### config.mk
export PLATFORM = sky130hd
export DESIGN_NAME = axis_tlast_framer_flat
export DESIGN_NICKNAME = d
export VERILOG_FILES = /design/src/rtl/axis_tlast_framer_pkg.sv /design/src/rtl/axis_tlast_framer_if.sv /design/src/rtl/axis_tlast_framer_skid.sv /design/src/rtl/axis_tlast_framer.sv /design/src/flat_wrapper.sv
export SDC_FILE = /design/constraint.sdc
export NUM_CORES = 1
export LEC_CHECK = 0
export CORE_ASPECT_RATIO = 0.8
export CORE_MARGIN = 2
export CORE_UTILIZATION = 53
export DETAILED_ROUTE_END_ITERATION = 10
export HOLD_SLACK_MARGIN = 0.06
export PLACE_DENSITY = 0.85
export SLEW_MARGIN = 40
export SYNTH_ARGS = -nofsm -noshare
export SYNTH_HDL_FRONTEND = slang
export SYNTH_SLANG_ARGS = --single-unit
export TNS_END_PERCENT = 20
### constraint.sdc
create_clock -name aclk -period 5.5 [get_ports aclk]
set_input_delay 1.1 -clock aclk [delete_from_list [all_inputs] [get_ports aclk]]
set_output_delay 1.1 -clock aclk [all_outputs]
set_load 0.02 [all_outputs]
### src/rtl/axis_tlast_framer_pkg.sv
// Shared types and width helpers for the AXIS TLAST framer and its output slice.
// A beat travels through the datapath packed as {tlast, tdata}.
package axis_tlast_framer_pkg;

  typedef enum logic {
    ST_IDLE   = 1'b0,
    ST_IN_PKT = 1'b1
  } frame_state_e;

  function automatic int cnt_width(input int max_len);
    return $clog2(max_len) + 1;
  endfunction

  function automatic int beat_width(input int tdata_w);
    return tdata_w + 1;
  endfunction

endpackage

### src/rtl/axis_tlast_framer_if.sv
// AXI4-Stream handshake bundle shared by the framer ports and the bench.
interface axis_tlast_framer_if #(
  parameter int W = 32
);
  logic         tvalid;
  logic         tready;
  logic         tlast;
  logic [W-1:0] tdata;

  modport master (output tvalid, tdata, tlast, input tready);
  modport slave  (input tvalid, tdata, tlast, output tready);
endinterface

### src/rtl/axis_tlast_framer_skid.sv
// Generic two-slot AXIS register slice: a main output slot plus one skid slot.
// Ready is registered so the upstream never sees a combinational path from m_ready.
module axis_skid_buffer #(
  parameter int W = 33
) (
  input  logic         clk,
  input  logic         reset,
  input  logic         s_valid,
  output logic         s_ready,
  input  logic [W-1:0] s_data,
  output logic         m_valid,
  input  logic         m_ready,
  output logic [W-1:0] m_data
);

  logic         main_valid;
  logic         skid_valid;
  logic         ready_q;
  logic         s_fire;
  logic         main_free;
  logic         skid_next;
  logic [W-1:0] main_data;
  logic [W-1:0] skid_data;

  assign s_fire    = s_valid & ready_q;
  assign main_free = ~main_valid | m_ready;
  assign skid_next = ~main_free & (skid_valid | s_fire);

  always_ff @(posedge clk) begin
    if (reset) begin
      main_valid <= 1'b0;
      main_data  <= '0;
      skid_valid <= 1'b0;
      skid_data  <= '0;
      ready_q    <= 1'b0;
    end else begin
      if (main_free) begin
        // skid content is always older than anything arriving now
        if (skid_valid) begin
          main_valid <= 1'b1;
          main_data  <= skid_data;
          skid_valid <= 1'b0;
        end else begin
          main_valid <= s_fire;
          if (s_fire) main_data <= s_data;
        end
      end else if (s_fire) begin
        skid_valid <= 1'b1;
        skid_data  <= s_data;
      end
      ready_q <= ~skid_next;
    end
  end

  assign s_ready = ready_q;
  assign m_valid = main_valid;
  assign m_data  = main_data;

endmodule

### src/rtl/axis_tlast_framer.sv
// AXIS packet framer: marks TLAST on the beat closing a programmable-length packet
// or on force_tlast, then passes beats through a skid slice for full backpressure.
//   state     | meaning
//   ST_IDLE   | between packets, o_cnt == 0, next accepted beat latches the length
//   ST_IN_PKT | inside a packet, o_cnt beats accepted, length held in len_q
module axis_tlast_framer
  import axis_tlast_framer_pkg::*;
#(
  parameter  int TDATA_WIDTH    = 32,
  parameter  int MAX_PKT_LENGTH = 32,
  localparam int CNT_W          = cnt_width(MAX_PKT_LENGTH)
) (
  input  logic                 aclk,
  input  logic                 reset,
  input  logic [CNT_W-1:0]     pkt_length,
  input  logic                 force_tlast,
  axis_tlast_framer_if.slave   s_axis,
  axis_tlast_framer_if.master  m_axis,
  output logic [CNT_W-1:0]     o_cnt,
  output logic [31:0]          o_pkt_count,
  output logic                 o_len_err
);

  localparam int               BW      = beat_width(TDATA_WIDTH);
  localparam logic [CNT_W-1:0] MAX_LEN = CNT_W'(MAX_PKT_LENGTH);

  frame_state_e     state_q, state_d;
  logic [CNT_W-1:0] cnt_q, cnt_d, cnt_inc;
  logic [CNT_W-1:0] len_q, len_d, len_san, len_eff;
  logic             len_bad;
  logic             err_q, err_d;
  logic             beat_last;
  logic             accept;
  logic             s_ready;
  logic [31:0]      pkt_q;
  logic [BW-1:0]    out_beat;

  assign accept  = s_axis.tvalid & s_ready;
  assign len_bad = (pkt_length == '0) || (pkt_length > MAX_LEN);
  assign len_san = len_bad ? MAX_LEN : pkt_length;
  // the first beat of a packet is tested against the length being latched with it
  assign len_eff   = (state_q == ST_IDLE) ? len_san : len_q;
  assign cnt_inc   = cnt_q + 1'b1;
  assign beat_last = force_tlast || (cnt_inc == len_eff);

  always_ff @(posedge aclk) begin
    if (reset) begin
      state_q <= ST_IDLE;
      cnt_q   <= '0;
      len_q   <= MAX_LEN;
      err_q   <= 1'b0;
    end else begin
      state_q <= state_d;
      cnt_q   <= cnt_d;
      len_q   <= len_d;
      err_q   <= err_d;
    end
  end

  always_comb begin
    state_d = state_q;
    cnt_d   = cnt_q;
    len_d   = len_q;
    err_d   = 1'b0;
    if (accept) begin
      if (state_q == ST_IDLE) begin
        len_d = len_san;
        err_d = len_bad;
      end
      if (beat_last) begin
        state_d = ST_IDLE;
        cnt_d   = '0;
      end else begin
        state_d = ST_IN_PKT;
        cnt_d   = cnt_inc;
      end
    end
  end

  axis_skid_buffer #(.W(BW)) u_skid (
    .clk     (aclk),
    .reset   (reset),
    .s_valid (s_axis.tvalid),
    .s_ready (s_ready),
    .s_data  ({beat_last, s_axis.tdata}),
    .m_valid (m_axis.tvalid),
    .m_ready (m_axis.tready),
    .m_data  (out_beat)
  );

  assign s_axis.tready = s_ready;
  assign m_axis.tlast  = out_beat[BW-1];
  assign m_axis.tdata  = out_beat[TDATA_WIDTH-1:0];

  always_ff @(posedge aclk) begin
    if (reset) begin
      pkt_q <= '0;
    end else if (m_axis.tvalid && m_axis.tready && m_axis.tlast) begin
      pkt_q <= pkt_q + 32'd1;
    end
  end

  assign o_cnt       = cnt_q;
  assign o_pkt_count = pkt_q;
  assign o_len_err   = err_q;

endmodule

### src/flat_wrapper.sv
// flat-port wrapper written by rule: the top's interface ports become plain ports
module axis_tlast_framer_flat import axis_tlast_framer_pkg::*;
#(
  parameter  int TDATA_WIDTH    = 32,
  parameter  int MAX_PKT_LENGTH = 32,
  localparam int CNT_W          = cnt_width(MAX_PKT_LENGTH)
)
  (aclk, reset, pkt_length, force_tlast, o_cnt, o_pkt_count, o_len_err, s_axis_tvalid, s_axis_tdata, s_axis_tlast, s_axis_tready, m_axis_tvalid, m_axis_tdata, m_axis_tlast, m_axis_tready);
  axis_tlast_framer_if #(.W((32))) s_axis_i ();
  axis_tlast_framer_if #(.W((32))) m_axis_i ();
  input  logic aclk;
  input  logic reset;
  input  logic [CNT_W-1:0] pkt_length;
  input  logic force_tlast;
  output logic [CNT_W-1:0] o_cnt;
  output logic [31:0] o_pkt_count;
  output logic o_len_err;
  input wire logic [$bits(s_axis_i.tvalid)-1:0] s_axis_tvalid;
  input wire logic [$bits(s_axis_i.tdata)-1:0] s_axis_tdata;
  input wire logic [$bits(s_axis_i.tlast)-1:0] s_axis_tlast;
  output wire logic [$bits(s_axis_i.tready)-1:0] s_axis_tready;
  output wire logic [$bits(m_axis_i.tvalid)-1:0] m_axis_tvalid;
  output wire logic [$bits(m_axis_i.tdata)-1:0] m_axis_tdata;
  output wire logic [$bits(m_axis_i.tlast)-1:0] m_axis_tlast;
  input wire logic [$bits(m_axis_i.tready)-1:0] m_axis_tready;
  assign s_axis_i.tvalid = s_axis_tvalid;
  assign s_axis_i.tdata = s_axis_tdata;
  assign s_axis_i.tlast = s_axis_tlast;
  assign s_axis_tready = s_axis_i.tready;
  assign m_axis_tvalid = m_axis_i.tvalid;
  assign m_axis_tdata = m_axis_i.tdata;
  assign m_axis_tlast = m_axis_i.tlast;
  assign m_axis_i.tready = m_axis_tready;
  axis_tlast_framer #(.TDATA_WIDTH(TDATA_WIDTH), .MAX_PKT_LENGTH(MAX_PKT_LENGTH)) u_core (.aclk(aclk), .reset(reset), .pkt_length(pkt_length), .force_tlast(force_tlast), .s_axis(s_axis_i), .m_axis(m_axis_i), .o_cnt(o_cnt), .o_pkt_count(o_pkt_count), .o_len_err(o_len_err));
endmodule
==> summary.txt, run 1 <==
Final layout
  – Antenna Cells: 0
  – Net count of the finished layout: 717
  – Most common cell after layout, fill and taps aside: clkdlybuf4s50_1
  – Share of the core filled with cells in the final layout: 74.2%
  – Non-filler cells in the finished layout: 799
  – Relative area change from synthesis to final layout: 36.6%
  – Commonest cells after routing, fill and taps aside: clkdlybuf4s50_1, dfxtp_1, nand2_1, nor2_1, a21oi_1
  – Count of fill cells added during filler insertion: 669
  – Layout cell share with drive strength beyond 1: 7.02%

Critical path
  – Arr. time, crit path: 3.54 ns
  – Critical path peak fanout: 36
  – Kind of critical path: in2reg
  – Register-to-register setup slack: 2.98 ns
  – CP Launch Type: input pin
  – Sort of element at the end of the critical path: flip-flop
  – Endpoint required time on the critical path: 5.78 ns
  – Capture instance of the worst register-to-register path: u_core.u_skid.m_data[28]$_SDFFE_PP0P_
  – Worst reg2reg startpoint: u_core.u_skid.skid_valid$_SDFFE_PP0P_
  – Worst Reg2Reg Path Length in Cells: 5

GRT
  – First-pass GRT wire length: 20,200 µm
  – Aggregate global routing overflow: 0
  – Total global routing track utilization: 24.5%
  – Maximum number of pins on one net before global-route repair: 119
  – Number of global-route vias before repair: 4,373
  – Initial antenna violation count: 0

Timing
  – Final Slew Violations: 0
  – Max transition margin: 51.3%
  – Unrepaired setup endpoints after global routing: no
  – Number of endpoints with negative hold slack in the final report: 0
  – Final setup fails: 0
  – Final Skew: 0.00592 ns
  – Post-route fraction of the period consumed by the critical path: 59.2%
  – Fin Setup TNS: 0 ns
  – Final Critical Period: 3.26 ns
  – Tightest Pin Transition: 0.731 ns
  – F_max: 0.307 GHz

Routing
  – Number of vias per cell: 5.54
  – WL per Instance: 15.2 µm
  – DR vias: 4,430
  – Total detailed-routing wirelength: 12,100 µm
  – Antenna viol nets, final: 0
  – Pre-antenna DRT Iters: 4
  – Detailed router's first-iteration violation count: 257
  – Detailed-route DRC error count: 0

Clock tree
  – Clock tree from TritonCTS: done
  – Cell chosen for the clock root: clkbuf_16
  – Deepest clock path buffer count: 2
  – CTS-repair resized insts: 0
  – TritonCTS Sinks: 115
  – Clock edge transition at the registers on the reported setup and hold paths: 0.06 ns
  – Num CTS Buffers: 17
  – Skew-Pair Late Insertion Delay: 0.40 ns
  – Number of setup buffers added after CTS: 0
  – Hold bufs inserted after CTS: 0
  – Total number of H-tree levels: 4

Run
  – Max Cap Violations: 0

Floorplanning
  – I/O pin cnt: 118
  – Area of the core: 9040 µm²
  – Effective utilization at floorplan: 54.3%
  – Count of standard-cell rows: 31
  – Die Y: 90.1 µm
  – Die width: 112 µm
  – Area enclosed by the die boundary: 10,100 µm²

Min path
  – Hold Crit Endpoint: u_core.len_q[2]$_SDFFE_PP0P_
  – Hold path start: u_core.len_q[2]$_SDFFE_PP0P_
  – HP Class: reg2reg
  – Hold Crit Depth: 2

Power
  – Power per cell area: 320 nW/µm²
  – Largest voltage drop on the vdd net: 0.259 mV
  – P_leak: 2.25 nW

Placement
  – Post-placement cell count: 767
  – Post-detail-place hpwl: 7880 µm
  – Port Buffers: 116
  – Placer's final routability congestion estimate: 0.791

Synth
  – Register bit total from synthesis: 115
  – Fraction of the yosys area taken by sequential cells: 46.9%
  – Synth warn: 0
  – Post-synth EDFFs: 0
  – Share of synthesized flip-flops with an asynchronous set or reset: 0%
  – Predominant post-synthesis flop cell: dfxtp_1
  – Syn Std Cell Area: 4910 µm²
  – Mean post-synth cell area: 8.64 µm²
  – Distinct cell type count of the synthesized netlist: 47
  – Mapped Cells: 568
  – Nets in the synthesized netlist: 614

Outcome
  – Run status: complete, no violations
-- power breakdown --
part	total [mW]	internal, mW	switching (mW)
clock	1.09	0.683	0.406
sequential	0.874	0.857	0.0172
combinational	0.182	0.0874	0.0943
-- final cells by class --
cell class              count  area, µm²  share of cell area [%]
well taps                 115        144                    2.15
clock inverters            14        156                    2.33
multi-input cells         417       2470                    36.9
clock buffers              18        439                    6.55
inverters                   2       7.51                   0.112
repair buffers            118       1180                    17.6
flip-flops and latches    115       2310                    34.4
-- synthesized netlist by cell type, types with 3 or more instances --
cell      instances  area (µm²)
nand4_1           3        18.8
and3_1            7        43.8
dfxtp_1         115        2300
mux2i_1          33         330
clkbuf_1         25        93.8
nand3_1          11        55.1
or3_1             5        31.3
o21ai_0           6        30.0
buf_1             6        22.5
xor2_1           14         123
nor2_1           82         308
nor3b_1           4        30.0
a31o_1            3        26.3
nand3b_1          6        45.0
nand2b_1          7        43.8
and4_1            4        35.0
nor3_1            6        30.0
nand2_1          87         327
a22oi_1           3        22.5
xnor2_1          19         166
a211oi_1         37         278
a21oi_1          49         245
and2_1            4        25.0
-- how the worst max path moves through the flow --
stage / startpoint / to / slack [ns] / cells after the start
after global routing: s_axis_tvalid / u_core.u_skid.m_data[28]$_SDFFE_PP0P_ / 2.04 / 7
final: s_axis_tvalid / u_core.u_skid.m_data[28]$_SDFFE_PP0P_ / 2.24 / 7
after detailed placement: s_axis_tvalid / u_core.u_skid.m_data[32]$_SDFFE_PP0P_ / 1.90 / 7
after floorplan: pkt_length[0] / u_core.o_cnt[2]$_SDFFE_PP0P_ / 2.91 / 6
after CTS: s_axis_tvalid / u_core.u_skid.m_data[28]$_SDFFE_PP0P_ / 2.25 / 7
after global placement: s_axis_tvalid / u_core.u_skid.m_data[32]$_SDFFE_PP0P_ / 1.94 / 7
-- per-layer routing --
metal | up-vias | GRT usage [%] | share of wire (%)
met5 | - | 0 | 0
met4 | 0 | 10.4 | 1.7
met3 | 18 | 6.81 | 5.2
met2 | 117 | 42.7 | 51
met1 | 2109 | 28.4 | 42
li1 | 2186 | - | -
-- flip-flops by register name (all words and copies together), names as in the netlist --
| register | flops |
|---|---|
| u_core.o_cnt | 6 |
| u_core.o_len_err | 1 |
| u_core.state_q | 1 |
| u_core.u_skid.m_data | 33 |
| u_core.o_pkt_count | 32 |
| u_core.u_skid.skid_data | 33 |
| u_core.len_q | 6 |
| u_core.u_skid.s_ready | 1 |
| u_core.u_skid.m_valid | 1 |
| u_core.u_skid.skid_valid | 1 |
-- worst max-delay path, stage by stage --
cell and delay, ns:
clkdlybuf4s50_1 0.47, and2_1 0.35, nor2_1 0.18, nor2_4 0.56
buf_4 0.45, nor2_1 0.07, a211oi_1 0.35
-- kinds of logic after synthesis --
logic type / count (synthesis) / share of synthesized area, %
adders and majority gates: 2 / 0.510
buffers and inverters: 36 / 2.96
xor gates and xnor gates: 33 / 5.89
muxes: 33 / 6.73
AOI/OAI and AO/OA: 108 / 14.0
and+or+nand+nor: 241 / 23.0
DFF: 115 / 46.9
-- through the flow --
stage               setup WS, ns  power [mW]  cell area, µm²  hold slack, ns
CTS                         2.25        2.16            6710           0.457
finish                      2.24        2.14            6710           0.454
global route                2.04        2.22            6710           0.472
detailed placement          1.90        1.07            6110           0.449
global placement            1.94        1.07            6100           0.441
floorplan                   2.91       0.983            4910           0.432
Note: power is estimated with default switching activity, not from simulation.
==> inputs of run 2 (changes only) <==
- CORE_UTILIZATION: 53 -> 45
- PLACE_DENSITY: 0.85 -> 0.76
- clock period: 5.5 -> 2.96 ns (I/O delays scaled with it)
==> run 2 against run 1 <==
  * Highest routed layer unchanged
  * Non-clock buffer count grew 7
  * Critical path depth unchanged
  * Register-to-register slack worse by 2.2 ns
  * Wire length down 2.3%
  * Total power up 88%
  * Combinational power rose by 91%
  * Sequential power up 86%
  * Sequential cell count unchanged
  * Critical path type unchanged
  * Cell count is 4.5% higher
  * Via count is 0.72% lower
==> summary.txt, run 2 (same netlist as run 1, synthesis figures left out) <==
Final layout
  – Antenna Cells: 0
  – Net count of the finished layout: 724
  – Commonest cells after routing, fill and taps aside: clkdlybuf4s50_1, dfxtp_1, nand2_1, nor2_1, a21oi_1
  – Count of fill cells added during filler insertion: 898
  – Final std cell area, no fill: 6820 µm²
  – Relative area change from synthesis to final layout: 38.9%
  – Layout cell share with drive strength beyond 1: 7.38%
  – Most common cell after layout, fill and taps aside: clkdlybuf4s50_1

Critical path
  – Worst Reg2Reg Path Length in Cells: 7
  – Critical path peak fanout: 7
  – Capture instance of the worst register-to-register path: u_core.o_cnt[4]$_SDFFE_PP0P_
  – Most Frequent Cell on Critical Path: a211oi_1
  – Worst setup endpoint: u_core.o_cnt[4]$_SDFFE_PP0P_
  – Arr. time, crit path: 2.72 ns
  – Family with the most delay on the worst path: compound AO/OA/AOI/OAI gates
  – Critical Path Source: pkt_length[0]
  – Worst path max stage delay: 0.57 ns
  – Critical-path cell with the highest stage delay: or4_1
  – Endpoint required time on the critical path: 3.27 ns
  – CP Launch Type: input pin
  – Kind of critical path: in2reg
  – Worst reg2reg startpoint: u_core.o_cnt[0]$_SDFFE_PP0P_
  – Number of buffers and inverters on the critical path: 1
  – Sort of element at the end of the critical path: flip-flop
  – Register-to-register setup slack: 0.82 ns
  – Depth of the critical timing path with buffers and inverters included: 7
  – Crit-path cells: clkdlybuf4s50_1 -> or4_1 -> o21ai_1 -> a211oi_1 -> o2111ai_2 -> nand2b_1 -> a211oi_1

Clock tree
  – Clock edge transition at the registers on the reported setup and hold paths: 0.05 ns
  – TritonCTS Sinks: 115
  – Skew-Pair Late Insertion Delay: 0.40 ns
  – Cell chosen for the clock root: clkbuf_16
  – Clock tree from TritonCTS: done
  – CTS-repair resized insts: 0
  – Deepest clock path buffer count: 2
  – Num CTS Buffers: 17
  – Total number of H-tree levels: 4
  – Number of setup buffers added after CTS: 0
  – Hold bufs inserted after CTS: 0

Min path
  – HP Class: reg2reg
  – Hold path start: u_core.u_skid.skid_data[24]$_SDFFE_PP0P_

GRT
  – Number of global-route vias before repair: 4,165
  – Initial antenna violation count: 0
  – Total global routing track utilization: 20.8%
  – First-pass GRT wire length: 19,600 µm
  – Maximum number of pins on one net before global-route repair: 70
  – Aggregate global routing overflow: 0

Routing
  – Pre-antenna DRT Iters: 4
  – Antenna viol nets, final: 0
  – Total detailed-routing wirelength: 11,900 µm
  – Detailed router's first-iteration violation count: 269
  – Detailed-route DRC error count: 0
  – DR vias: 4,398
  – Number of vias per cell: 5.27
  – WL per Instance: 14.2 µm

Timing
  – Tightest Pin Transition: 0.712 ns
  – Final Skew: 0.00687 ns
  – Unrepaired setup endpoints after global routing: no
  – Final setup fails: 0
  – Worst Slack Setup Final: 0.547 ns
  – Number of endpoints with negative hold slack in the final report: 0
  – Post-route fraction of the period consumed by the critical path: 81.5%
  – Fin Setup TNS: 0 ns
  – F_max: 0.414 GHz
  – Max transition margin: 52.5%
  – Final Critical Period: 2.41 ns
  – Final Slew Violations: 0

Placement
  – Placed standard-cell area: 6210 µm²
  – Port Buffers: 116
  – Worst setup timing slack at the placement stage: 0.172 ns
  – Post-detail-place hpwl: 7880 µm
  – Placer's final routability congestion estimate: 0.819

Power
  – P_leak: 2.30 nW
  – Power per cell area: 592 nW/µm²
  – Largest voltage drop on the vdd net: 0.332 mV

Floorplanning
  – Area enclosed by the die boundary: 11,800 µm²
  – I/O pin cnt: 118
  – Die width: 121 µm
  – Effective utilization at floorplan: 45.6%
  – Area of the core: 10,800 µm²
  – Count of standard-cell rows: 34
  – Die Y: 97.4 µm

Run
  – Max Cap Violations: 0

Outcome
  – Run status: complete, no violations
run 2: report_power, final:
group / switching, mW / internal (mW) / leakage, nW
logic: 0.179 / 0.169 / 1.08
clock network: 0.678 / 1.38 / 0.289
registers: 0.0311 / 1.59 / 0.935
total: 0.888 / 3.15 / 2.30
run 2: how the worst min path moves through the flow:
stage,endpoint,slack [ns],depth (start not counted)
global placement,u_core.u_skid.skid_data[19]$_SDFFE_PP0P_,0.44,2
global route,u_core.len_q[2]$_SDFFE_PP0P_,0.47,2
CTS,u_core.len_q[2]$_SDFFE_PP0P_,0.45,2
finish,u_core.u_skid.skid_data[24]$_SDFFE_PP0P_,0.45,2
floorplan,u_core.len_q[2]$_SDFFE_PP0P_,0.43,2
detailed placement,u_core.u_skid.skid_data[5]$_SDFFE_PP0P_,0.45,2
run 2: layout make-up:
class | count | area (µm²) | area share [%]
multi-input combinational | 417 | 2470 | 36.3
tap | 144 | 180 | 2.64
clock inverter | 9 | 128 | 1.87
timing repair buffer | 125 | 1250 | 18.3
clock buffer | 23 | 478 | 7.01
sequential | 115 | 2300 | 33.8
inverter | 2 | 7.51 | 0.110
run 2: metal layers:
metal | global-route usage (%) | routed length, µm
met2 | 32.3 | 5470
met1 | 26.8 | 5520
met3 | 7.10 | 773
met4 | 7.69 | 105
met5 | 0 | 0
run 2: through the flow:
stage	total power, mW	hold WS (ns)	util, %	std cells
floorplan	1.83	0.432	-	568
global placement	1.99	0.441	57.7	803
detailed placement	2.00	0.446	57.7	803
CTS	4.07	0.453	63.4	835
global route	4.18	0.471	63.4	835
finish	4.04	0.451	63.4	835
run 2: worst register-to-register path, cell delays in order (launching register included):
cell and delay [ns]:
dfxtp_1 0.38, ha_1 0.39, or4bb_1 0.40, o211ai_1 0.11, o2111a_1 0.23, o2111ai_2 0.21
nand2b_1 0.21, a211oi_1 0.10
==> inputs of run 3 (changes only) <==
- CORE_UTILIZATION: 45 -> 50
- PLACE_DENSITY: 0.76 -> 0.8
- clock period: 2.96 -> 2.35 ns (I/O delays scaled with it)
==> run 3 against run 2 <==
  * Sequential share of layout area shrank 0.73 points
  * Non-clock buffer count rose by 18
  * Die area down 9.6%
  * Critical path type is now reg2reg
==> summary.txt, run 3 (same netlist as run 1, synthesis figures left out) <==
Critical path
  – Crit-path cells: ha_1 -> or4bb_1 -> o211ai_1 -> o2111a_1 -> o2111ai_2 -> buf_4 -> a22oi_1 -> nor2_1
  – Family with the most delay on the worst path: compound AO/OA/AOI/OAI gates
  – Endpoint required time on the critical path: 2.62 ns
  – Sort of element at the end of the critical path: flip-flop
  – Critical path peak fanout: 5
  – CP Launch Type: flip-flop
  – Number of buffers and inverters on the critical path: 1
  – Kind of critical path: reg2reg
  – Worst path max stage delay: 0.41 ns
  – Critical-path cell with the highest stage delay: or4bb_1
  – Arr. time, crit path: 2.43 ns

Final layout
  – Most common cell after layout, fill and taps aside: clkdlybuf4s50_1
  – Commonest cells after routing, fill and taps aside: clkdlybuf4s50_1, dfxtp_1, nand2_1, nor2_1, a21oi_1
  – Net count of the finished layout: 742
  – Layout cell share with drive strength beyond 1: 10.0%
  – Count of fill cells added during filler insertion: 742
  – Antenna Cells: 0
  – Sequential cell area: 2300 µm²
  – Share of the core filled with cells in the final layout: 72.6%
  – Non-filler cells in the finished layout: 828
  – Relative area change from synthesis to final layout: 42.0%
  – Area of combinational cells with multiple inputs: 2470 µm²

Timing
  – Unrepaired setup endpoints after global routing: no
  – Max transition margin: 66.2%
  – Number of endpoints with negative hold slack in the final report: 0
  – Tightest Pin Transition: 0.507 ns
  – Post-route fraction of the period consumed by the critical path: 91.7%
  – F_max: 0.464 GHz
  – Final Slew Violations: 0
  – Final Critical Period: 2.16 ns
  – Final setup fails: 0
  – Final Skew: 0.00844 ns

Power
  – Largest voltage drop on the vdd net: 0.562 mV
  – Pwr Total: 5.28 mW
  – Sequential Power Share: 38.6%
  – Power per cell area: 758 nW/µm²
  – Part of the total power dissipated in the clock network: 52.6%
  – Cell-internal power: 4.11 mW
  – P_sw: 1.17 mW
  – P_leak: 2.41 nW
  – Comb pwr share: 8.7%
  – Net switching fraction of the power: 22.2%

Clock tree
  – Number of setup buffers added after CTS: 0
  – Hold bufs inserted after CTS: 0
  – Total number of H-tree levels: 4
  – CTS-repair resized insts: 0
  – Skew-Pair Late Insertion Delay: 0.40 ns
  – Clock edge transition at the registers on the reported setup and hold paths: 0.05 ns
  – Num CTS Buffers: 17
  – Deepest clock path buffer count: 2
  – TritonCTS Sinks: 115
  – Cell chosen for the clock root: clkbuf_16
  – Clock tree from TritonCTS: done

Routing
  – Antenna viol nets, final: 0
  – WL per Instance: 14.8 µm
  – DR vias: 4,497
  – Detailed router's first-iteration violation count: 278
  – Pre-antenna DRT Iters: 4
  – Number of vias per cell: 5.43
  – Total detailed-routing wirelength: 12,200 µm
  – Detailed-route DRC error count: 0

Run
  – Max Cap Violations: 0

Min path
  – HP Class: reg2reg

Placement
  – Port Buffers: 116
  – Post-detail-place hpwl: 8180 µm
  – Post-placement cell count: 796
  – Placer's final routability congestion estimate: 0.753

Floorplanning
  – Area of the core: 9610 µm²
  – Die Y: 92.6 µm
  – I/O pin cnt: 118
  – Die width: 115 µm
  – Count of standard-cell rows: 32
  – Effective utilization at floorplan: 51.1%
  – Area enclosed by the die boundary: 10,600 µm²

GRT
  – Initial antenna violation count: 0
  – Number of global-route vias before repair: 4,300
  – Maximum number of pins on one net before global-route repair: 51
  – Aggregate global routing overflow: 0
  – First-pass GRT wire length: 20,100 µm
  – Total global routing track utilization: 23.6%

Outcome
  – Run status: complete, no violations
-- run 3: area by class of cell --
class                           instances  area share [%]
Tap cell                              119            2.14
Inverter                                2           0.108
Clock buffer                           18            6.16
Multi-Input combinational cell        417            35.5
Sequential cell                       115            33.0
Clock inverter                         14            3.03
Timing Repair Buffer                  143            20.1
-- run 3: routing by layer --
metal,track usage (%),vias to the layer above,routed length (µm)
met5,0,-,0
met4,8.73,0,201
li1,-,2231,-
met3,6.22,21,662
met1,29.5,2128,5410
met2,39.3,117,5940
-- run 3: power groups by stage --
stage	clock network [mW]	logic, mW	registers (mW)
final	2.78	0.462	2.04
after detailed placement	0	0.460	2.08
after floorplan	0	0.169	2.13
after global routing	2.91	0.498	2.05
after CTS	2.82	0.463	2.04
after global placement	0	0.449	2.08
-- run 3: path summary, 6_finish.rpt --
path	depth (start not counted)	slack, ns	to	from
worst min-delay path	2	0.46	u_core.u_skid.skid_data[23]$_SDFFE_PP0P_	u_core.u_skid.skid_data[23]$_SDFFE_PP0P_
worst max register to register	8	0.19	u_core.o_cnt[5]$_SDFFE_PP0P_	u_core.o_cnt[1]$_SDFFE_PP0P_
worst min register to register	2	0.46	u_core.u_skid.skid_data[23]$_SDFFE_PP0P_	u_core.u_skid.skid_data[23]$_SDFFE_PP0P_
worst max-delay path	8	0.19	u_core.o_cnt[5]$_SDFFE_PP0P_	u_core.o_cnt[1]$_SDFFE_PP0P_
-- run 3: worst reg2reg max path, delay by kind of cell (launching register included) --
kind | cells | cell delay (ns)
AO/OA/AOI/OAI | 4 | 0.64
AND/OR/NAND/NOR | 2 | 0.47
flip-flops | 1 | 0.36
adder cells (fa/ha/maj) | 1 | 0.36
buffers and inverters | 1 | 0.19
-- run 3: per-stage QoR --
stage                     worst slack, ns  setup TNS [ns]  instance area (µm²)  hold slack (ns)
after global placement             -0.102          -0.775                 6330            0.441
after global routing               0.0727               0                 6970            0.465
after CTS                           0.207               0                 6970            0.455
final                               0.195               0                 6970            0.455
after floorplan                     0.353               0                 4910            0.432
after detailed placement           -0.148           -1.67                 6330            0.447
